<file path="src/rtl/data_packet_sender.sv">
// Frame-to-packet serializer: one PKT_W packet per beat, first packet visible the cycle after frame accept.
// Holds data_pkt/last_data_packet while pkt_ready is low; frame_ready only in IDLE, optional idle gap between frames.
module data_packet_sender #(
  parameter int PKT_W          = 4,
  parameter int PKTS_PER_FRAME = 4,
  parameter int GAP_CYCLES     = 2,
  parameter bit REVERSE        = 1'b0
) (
  input  logic                            clock,
  input  logic                            reset,
  input  logic [PKT_W*PKTS_PER_FRAME-1:0] frame_data,
  input  logic                            frame_valid,
  output logic                            frame_ready,
  output logic [PKT_W-1:0]                data_pkt,
  output logic                            pkt_valid,
  input  logic                            pkt_ready,
  output logic                            last_data_packet,
  output logic                            busy,
  output logic [15:0]                     frame_count
);

  localparam int FW    = PKT_W * PKTS_PER_FRAME;
  localparam int CNT_W = (PKTS_PER_FRAME > 1) ? $clog2(PKTS_PER_FRAME) : 1;
  localparam int GAP_W = (GAP_CYCLES > 1) ? $clog2(GAP_CYCLES) : 1;
  localparam logic [CNT_W-1:0] LAST_BEAT = CNT_W'(PKTS_PER_FRAME - 1);
  localparam logic [GAP_W-1:0] GAP_LOAD  = GAP_W'((GAP_CYCLES > 0) ? GAP_CYCLES - 1 : 0);

  typedef enum logic [1:0] {IDLE, SEND, GAP} state_t;

  state_t             state_q, state_d;
  logic [FW-1:0]      shreg_q, shreg_d;
  logic [CNT_W-1:0]   beat_q, beat_d;
  logic [GAP_W-1:0]   gap_q, gap_d;
  logic [PKT_W-1:0]   pkt_q, pkt_d;
  logic               vld_q, vld_d;
  logic               last_q, last_d;
  logic               busy_q, busy_d;
  logic [15:0]        frame_count_q, frame_count_d;
  logic               xfer;

  function automatic logic [PKT_W-1:0] orient(input logic [PKT_W-1:0] p);
    logic [PKT_W-1:0] r;
    r = p;
    if (REVERSE) begin
      for (int i = 0; i < PKT_W; i++) r[i] = p[PKT_W-1-i];
    end
    return r;
  endfunction

  assign xfer = vld_q && pkt_ready;

  always_ff @(posedge clock or posedge reset) begin
    if (reset) begin
      state_q       <= IDLE;
      shreg_q       <= '0;
      beat_q        <= '0;
      gap_q         <= '0;
      pkt_q         <= '0;
      vld_q         <= 1'b0;
      last_q        <= 1'b0;
      busy_q        <= 1'b0;
      frame_count_q <= 16'h0000;
    end else begin
      state_q       <= state_d;
      shreg_q       <= shreg_d;
      beat_q        <= beat_d;
      gap_q         <= gap_d;
      pkt_q         <= pkt_d;
      vld_q         <= vld_d;
      last_q        <= last_d;
      busy_q        <= busy_d;
      frame_count_q <= frame_count_d;
    end
  end

  always_comb begin
    state_d = state_q;
    case (state_q)
      IDLE:    if (frame_valid) state_d = SEND;
      SEND:    if (xfer && beat_q == '0) state_d = (GAP_CYCLES > 0) ? GAP : IDLE;
      GAP:     if (gap_q == '0) state_d = IDLE;
      default: state_d = IDLE;
    endcase
  end

  // shreg holds only the packets not yet presented; packet 0 goes straight to pkt_q
  always_comb begin
    shreg_d       = shreg_q;
    beat_d        = beat_q;
    gap_d         = gap_q;
    pkt_d         = pkt_q;
    vld_d         = vld_q;
    last_d        = last_q;
    frame_count_d = frame_count_q;
    busy_d        = (state_d != IDLE);
    case (state_q)
      IDLE: begin
        if (frame_valid) begin
          shreg_d = frame_data >> PKT_W;
          pkt_d   = orient(frame_data[PKT_W-1:0]);
          vld_d   = 1'b1;
          last_d  = (PKTS_PER_FRAME == 1);
          beat_d  = LAST_BEAT;
        end
      end
      SEND: begin
        if (xfer) begin
          if (beat_q == '0) begin
            vld_d         = 1'b0;
            last_d        = 1'b0;
            frame_count_d = frame_count_q + 16'd1;
            gap_d         = GAP_LOAD;
          end else begin
            pkt_d   = orient(shreg_q[PKT_W-1:0]);
            shreg_d = shreg_q >> PKT_W;
            beat_d  = beat_q - 1'b1;
            last_d  = (beat_q == CNT_W'(1));
          end
        end
      end
      GAP: begin
        if (gap_q != '0) gap_d = gap_q - 1'b1;
      end
      default: ;
    endcase
  end

  assign frame_ready      = (state_q == IDLE);
  assign data_pkt         = pkt_q;
  assign pkt_valid        = vld_q;
  assign last_data_packet = last_q;
  assign busy             = busy_q;
  assign frame_count      = frame_count_q;

endmodule

</file>
<file path="config.mk">
export PLATFORM = sky130hd
export DESIGN_NAME = data_packet_sender
export DESIGN_NICKNAME = d
export VERILOG_FILES = /design/src/rtl/data_packet_sender.sv
export SDC_FILE = /design/constraint.sdc
export NUM_CORES = 1
export LEC_CHECK = 0
export BUFFER_PORTS_ARGS = -buffer_cell sky130_fd_sc_hd__buf_2
export CORE_ASPECT_RATIO = 1.2
export CORE_MARGIN = 2
export CORE_UTILIZATION = 45
export CTS_BUF_LIST = sky130_fd_sc_hd__clkbuf_8
export CTS_CLUSTER_DIAMETER = 80
export CTS_CLUSTER_SIZE = 30
export DETAILED_ROUTE_END_ITERATION = 16
export PLACE_DENSITY = 0.73
export SLEW_MARGIN = 20
export SYNTH_ARGS = -nofsm -noshare
export SYNTH_HDL_FRONTEND = slang
export SYNTH_SLANG_ARGS = --single-unit
</file>
<file path="constraint.sdc">
create_clock -name clock -period 3.2 [get_ports clock]
set_input_delay 0.16 -clock clock [delete_from_list [all_inputs] [get_ports clock]]
set_output_delay 0.16 -clock clock [all_outputs]
set_load 0.1 [all_outputs]
</file>
### Yosys cells after proc, flatten, opt, wreduce, memory -nomap -nowiden

Cells that the tools add are included.

| word-level totals | value |
|---|---|
| word-level logic and storage cells | 59 |
| bits in writable memories | 0 |
| bits in read-only memories | 0 |
| output and inout bits | 24 |
| memories kept | 0 |
| bits in latches | 0 |
| register bits after elaboration | 44 |

| cells by class | value |
|---|---|
| muxes and demuxes | 28 |
| equality and inequality tests | 7 |
| reductions and logical operators | 12 |
| shifts and indexed selects | 0 |
| $add $sub $neg | 3 |
| order comparisons | 0 |
| bitwise gates (word level) | 0 |
| div/mod/pow operators | 0 |
| $mul | 0 |

Operators with widths:

| cell | number |
|---|---|
| 16-bit two-way mux | 3 |
| 16-bit case mux with 2 select lines | 1 |
| 16-bit by 1-bit adder with 16-bit output (second input constant) | 1 |
| 2-bit two-way mux | 6 |
| 4-bit two-way mux | 3 |
| 1-bit two-way mux | 9 |
| 3-bit AND reduction | 3 |
| 2-bit != test (second input constant) | 4 |
| 4-bit case mux with 2 select lines | 1 |
| 4-bit AND reduction | 2 |
| 1-bit case mux with 2 select lines | 3 |
| 2-bit case mux with 3 select lines | 1 |
| 2-bit nonzero test | 3 |
| 2-bit by 1-bit == test with 1-bit output (second input constant) | 2 |
| 2-bit zero test | 2 |
| 2-bit case mux with 2 select lines | 1 |
| 2-bit == test (second input constant) | 1 |
| 1-bit logical AND | 2 |
| 2-bit by 1-bit subtractor with 2-bit output (second input constant) | 1 |
| 1-bit subtractor (second input constant) | 1 |

### Logic depth before layout (Yosys ltp)

| logic depth | value |
|---|---|
| word-level depth | 5 |
| mapped depth | 7 |
| mapped depth without buffers | 6 |

### Worst setup path after synthesis

Ideal clock, no wire load.

| timing path | value |
|---|---|
| path kind | register to register |
| from | register state_q[0] |
| to | register last_q, in the netlist last_data_packet |
| slack | 0.721 ns |
| period minus slack after synthesis | 2.479 ns |
| arrival | 2.350 ns |
| path buffers | 1 |
| cell stages (with the launch flop) | 6 |
| cells stage by stage | dfrtp_1 > buf_6 > nor2_1 > and2_0 > nand3b_1 > o21ai_0 |

| on the way | value |
|---|---|
| longest elaborated chain between the ends | 3 |

Ends and longest elaborated chain:

| element | line | RTL |
|---|---|---|
| start, declared | 30 | `state_t state_q, state_d;` |
| start signal, assigned | 64 | `state_q <= state_d;` |
| 2-bit zero test * | - |  |
| net frame_ready | 13 | `output logic frame_ready,` |
| 2-bit != test (no line) / 2-bit nonzero test (equally long branches) | - |  |
| 3-bit AND reduction (no line) | - |  |
| end signal, assigned | 70 | `last_q <= last_d;` |
| end, declared | 36 | `logic last_q, last_d;` |

Mark *: on every way through the listed nets, which the timed path passes. The rest lies on a longest branch.
A chain may end at the register's enable or synchronous reset.

### Worst setup path after layout

| timing path | value |
|---|---|
| from | register beat_q[0] |
| to | register pkt_q[1], in the netlist data_pkt[1] |

| on the way | value |
|---|---|
| longest elaborated chain between the ends | 3 |

Ends and longest elaborated chain:

| element | line | RTL |
|---|---|---|
| start, declared | 32 | `logic [CNT_W-1:0] beat_q, beat_d;` |
| start signal, assigned | 66 | `beat_q <= beat_d;` |
| 2-bit zero test | 108 | `if (beat_q == '0) begin` |
| 2-bit != test (no line) | - |  |
| 4-bit AND reduction (no line) | - |  |
| end signal, assigned | 68 | `pkt_q <= pkt_d;` |
| end, declared | 34 | `logic [PKT_W-1:0] pkt_q, pkt_d;` |

No other way between the ends.

==> impl_metrics.prom <==
# TYPE chip_impl_metric gauge
chip_impl_info{name="run_status",value="complete, no violations"} 1
chip_impl_metric{name="die_ar",unit="um2"} 4560
chip_impl_metric{name="p_leak",unit="nW"} 1.16
chip_impl_metric{name="peakVddDrop",unit="uV"} 412
chip_impl_info{name="cp_cell_sequence",value="inv_1 > ha_1 > and4b_2 > o21ai_2 > o21ai_0"} 1
chip_impl_info{name="clock-root-buffer",value="sky130_fd_sc_hd__clkbuf_8"} 1
chip_impl_metric{name="synth.net_count",unit=""} 182
chip_impl_metric{name="max_buffers_root_to_sink",unit=""} 2
chip_impl_metric{name="critical_path_arrival",unit="ps"} 2280
chip_impl_metric{name="globalplace.congestion",unit=""} 0.711
chip_impl_info{name="synth_top_family_by_area",value="simple AND/OR/NAND/NOR gates"} 1
chip_impl_metric{name="final.period_utilization",unit=""} 0.671
chip_impl_metric{name="synthesis.area",unit="um2"} 1820
chip_impl_info{name="tritoncts",value="yes"} 1
chip_impl_metric{name="fillerInstances",unit=""} 344
chip_impl_metric{name="timing.critical_path.buf_inv",unit=""} 1
chip_impl_metric{name="area_share_of_xor_xnor_cells_in_the_synthesized_design",unit=""} 0.0723
chip_impl_metric{name="count_of_cells_resized_by_post_cts_repair",unit=""} 0
chip_impl_metric{name="antenna-diode-count",unit=""} 0
chip_impl_metric{name="max-cap-violations",unit=""} 0
chip_impl_metric{name="critical_path_fanouts_max",unit=""} 30
chip_impl_metric{name="synth.mux.area_fraction",unit=""} 0.0723
chip_impl_metric{name="yosysWarningCount",unit=""} 0
chip_impl_metric{name="floorplan.rows",unit=""} 25
chip_impl_metric{name="worst_ep_required_time",unit="ps"} 3330
chip_impl_metric{name="final_net_count",unit=""} 228
chip_impl_metric{name="ys_types",unit=""} 32
chip_impl_metric{name="synthesis.area_per_instance",unit="um2"} 11.4
chip_impl_metric{name="p_total",unit="mW"} 2.07
chip_impl_metric{name="worst_pin_slew",unit="ps"} 996
chip_impl_info{name="timing.critical_path.slowest_stage_cell",value="sky130_fd_sc_hd__o21ai_2"} 1
chip_impl_metric{name="final_cells",unit=""} 260
chip_impl_info{name="cp_top_family",value="compound AO/OA/AOI/OAI gates"} 1
chip_impl_info{name="r2r-start",value="beat_q[0]"} 1
chip_impl_metric{name="cts_made_buffers",unit=""} 5
chip_impl_metric{name="clk_latency",unit="ps"} 300
chip_impl_metric{name="overflow",unit=""} 0
chip_impl_metric{name="adder_cell_share_of_the_synthesized_area",unit=""} 0.0207
chip_impl_metric{name="number_of_global_route_vias_before_repair",unit=""} 1257
chip_impl_metric{name="ant_nets",unit=""} 0
chip_impl_metric{name="synth_compound_area_frac",unit=""} 0.0813
chip_impl_metric{name="total_instance_count_after_detailed_placement",unit=""} 251
chip_impl_metric{name="vias_per_cell",unit=""} 5.07
chip_impl_metric{name="final_area",unit="um2"} 2210
chip_impl_metric{name="drt_pass1_iterations",unit=""} 4
chip_impl_metric{name="clock_sinks",unit=""} 40
chip_impl_metric{name="floorplan.initialDensity",unit=""} 0.465
chip_impl_metric{name="sequential_area_share_after_synthesis",unit=""} 0.551
chip_impl_metric{name="place.detailed.hpwl",unit="mm"} 2.42
chip_impl_metric{name="timing.setup.tns",unit="ps"} 0
chip_impl_metric{name="fin_util",unit=""} 0.565
chip_impl_metric{name="track_usage",unit=""} 0.168
chip_impl_info{name="crit_type",value="register to register"} 1
chip_impl_metric{name="synthSimpleGateAreaFrac",unit=""} 0.169
chip_impl_metric{name="final.hold.worst_slack",unit="ps"} 88.5
chip_impl_info{name="rsz0062_at_grt",value="no"} 1
chip_impl_metric{name="timing.final.hold_violations",unit=""} 0
chip_impl_metric{name="drcViolationCount",unit=""} 0
chip_impl_metric{name="setup_ws",unit="ps"} 1050
chip_impl_metric{name="pin_count_of_the_biggest_net_entering_global_routing",unit=""} 31
chip_impl_info{name="critPathCaptureType",value="register"} 1
chip_impl_metric{name="max_stage_delay",unit="ps"} 780
chip_impl_metric{name="design.core.area",unit="um2"} 3910
chip_impl_metric{name="clock_pin_transition_on_the_worst_setup_and_hold_timing_paths",unit="ps"} 80
chip_impl_info{name="worst_hold_path_type",value="input pin to register"} 1
chip_impl_info{name="startpoint_class",value="register"} 1
chip_impl_metric{name="fp.dieW",unit="um"} 62
chip_impl_metric{name="die_height",unit="um"} 73.6
chip_impl_metric{name="cts-htree-levels",unit=""} 2
chip_impl_metric{name="place_ws",unit="ps"} 1090
chip_impl_metric{name="p_per_area",unit="nW/um2"} 937
chip_impl_metric{name="syn-instance-count",unit=""} 159
chip_impl_metric{name="place_area",unit="um2"} 2070
chip_impl_metric{name="timing_max_transition_violations_final",unit=""} 0
chip_impl_metric{name="antenna_found_initial",unit=""} 0
chip_impl_metric{name="vias",unit=""} 1318
chip_impl_metric{name="yosys_register_bits",unit=""} 40
chip_impl_metric{name="fmax",unit="MHz"} 466
chip_impl_metric{name="slew_headroom",unit=""} 0.336
chip_impl_info{name="timing_startpoint_of_the_critical_path",value="beat_q[0]"} 1
chip_impl_metric{name="wl",unit="mm"} 3.31
chip_impl_metric{name="wire_length_of_the_first_global_routing_pass",unit="mm"} 5.55
chip_impl_metric{name="drive_gt1_frac",unit=""} 0.301
chip_impl_metric{name="final_period_minus_worst_setup_slack",unit="ps"} 2150
chip_impl_metric{name="cts_setup_buffers",unit=""} 0
chip_impl_metric{name="ctsHoldBuffers",unit=""} 1
chip_impl_metric{name="timing.clock.skew",unit="ps"} 3.62
chip_impl_metric{name="timing.final.setup_violations",unit=""} 0
chip_impl_metric{name="detail_route.iter0.violations",unit=""} 55
chip_impl_info{name="min-delay-start",value="frame_data[12]"} 1
chip_impl_metric{name="ios",unit=""} 44
chip_impl_metric{name="port_buffers",unit=""} 43
chip_impl_metric{name="syn2layout_area_growth",unit="%"} 21.6
chip_impl_metric{name="routedWlPerCell",unit="um"} 12.7
-- synth_stat cells --
master	number	area, um2
sky130_fd_sc_hd__buf_4	1	7.51
sky130_fd_sc_hd__nand4b_4	1	23.8
sky130_fd_sc_hd__mux2_2	1	11.3
sky130_fd_sc_hd__nand4_1	4	25.0
sky130_fd_sc_hd__nand3_2	1	10.0
sky130_fd_sc_hd__and2_0	1	6.26
sky130_fd_sc_hd__xor2_1	6	52.6
sky130_fd_sc_hd__and4_1	1	8.76
sky130_fd_sc_hd__buf_2	4	20.0
sky130_fd_sc_hd__nor3_1	1	5.00
sky130_fd_sc_hd__nand3b_1	3	22.5
sky130_fd_sc_hd__dfrtp_1	40	1000
sky130_fd_sc_hd__and3_2	1	7.51
sky130_fd_sc_hd__inv_1	6	22.5
sky130_fd_sc_hd__and4b_2	1	11.3
sky130_fd_sc_hd__a21o_1	1	7.51
sky130_fd_sc_hd__a22oi_1	1	7.51
sky130_fd_sc_hd__buf_6	1	11.3
sky130_fd_sc_hd__and3_1	2	12.5
sky130_fd_sc_hd__nand3_1	5	25.0
sky130_fd_sc_hd__a22o_1	4	35.0
sky130_fd_sc_hd__o21ai_1	2	10.0
sky130_fd_sc_hd__nor4_4	1	21.3
sky130_fd_sc_hd__nand2_1	20	75.1
sky130_fd_sc_hd__a211oi_1	1	7.51
sky130_fd_sc_hd__and2b_2	2	17.5
sky130_fd_sc_hd__mux2i_1	12	120
sky130_fd_sc_hd__nor2_1	6	22.5
sky130_fd_sc_hd__ha_1	3	37.5
sky130_fd_sc_hd__o21ai_0	16	80.1
sky130_fd_sc_hd__nor4_2	1	12.5
sky130_fd_sc_hd__xnor2_1	9	78.8
-- placed cells by master (no fill, tap or decap), types with 2 or more instances in the layout --
master	Yosys	routed
sky130_fd_sc_hd__a22o_1	4	4
sky130_fd_sc_hd__and2b_2	2	2
sky130_fd_sc_hd__and3_1	2	2
sky130_fd_sc_hd__buf_2	4	43
sky130_fd_sc_hd__clkbuf_8	0	7
sky130_fd_sc_hd__dfrtp_1	40	40
sky130_fd_sc_hd__ha_1	3	3
sky130_fd_sc_hd__inv_1	6	6
sky130_fd_sc_hd__mux2i_1	12	12
sky130_fd_sc_hd__nand2_1	20	20
sky130_fd_sc_hd__nand3_1	5	5
sky130_fd_sc_hd__nand3b_1	3	3
sky130_fd_sc_hd__nand4_1	4	4
sky130_fd_sc_hd__nor2_1	6	6
sky130_fd_sc_hd__o21ai_0	16	16
sky130_fd_sc_hd__xnor2_1	9	9
sky130_fd_sc_hd__xor2_1	6	6
-- flip-flops by register name (all words and copies together) (netlist names) --
| name | count |
|---|---|
| pkt_valid | 1 |
| last_data_packet | 1 |
| shreg_q | 12 |
| beat_q | 2 |
| data_pkt | 4 |
| frame_count | 16 |
| gap_q | 1 |
| busy | 1 |
| state_q | 2 |
-- final timing paths --
check,to,slack [ps],cells after the start
setup / recovery,data_pkt[1],1050,5
hold / removal,shreg_q[8],90,2
setup reg to reg,data_pkt[1],1050,5
hold reg to reg,frame_count[15],470,1
max in group asynchronous,gap_q,1940,4
min in group asynchronous,data_pkt[3],510,3
-- where the power goes --
group	switching (mW)	leakage [nW]	total (mW)	internal, mW
registers	0.0992	0.520	0.738	0.638
logic	0.656	0.579	0.882	0.225
clock network	0.175	0.0645	0.450	0.275
total	0.931	1.16	2.07	1.14
-- metal layers --
layer	vias up	global-route usage	routed length (um)	part of all wire
met4	0	0.0993	88	0.027
li1	640	-	-	-
met1	648	0.213	1480	0.45
met3	7	0.0440	131	0.040
met5	-	0	0	0
met2	23	0.253	1610	0.49
-- cell type report --
cell class	instances	area [um2]	share of cell area
Inverter	6	22.5	0.0102
Tap cell	54	67.6	0.0306
Sequential cell	40	1000	0.453
Clock inverter	1	30.0	0.0136
Clock buffer	7	96.3	0.0436
Timing Repair Buffer	45	233	0.105
Multi-Input combinational cell	107	758	0.343
-- kinds of logic after synthesis --
group           Yosys count
xor+xnor                 15
compound gates           25
fa+ha+maj                 3
buf+inv                  12
simple gates             51
mux                      13
flops                    40
Note: power is estimated with default switching activity, not from simulation.
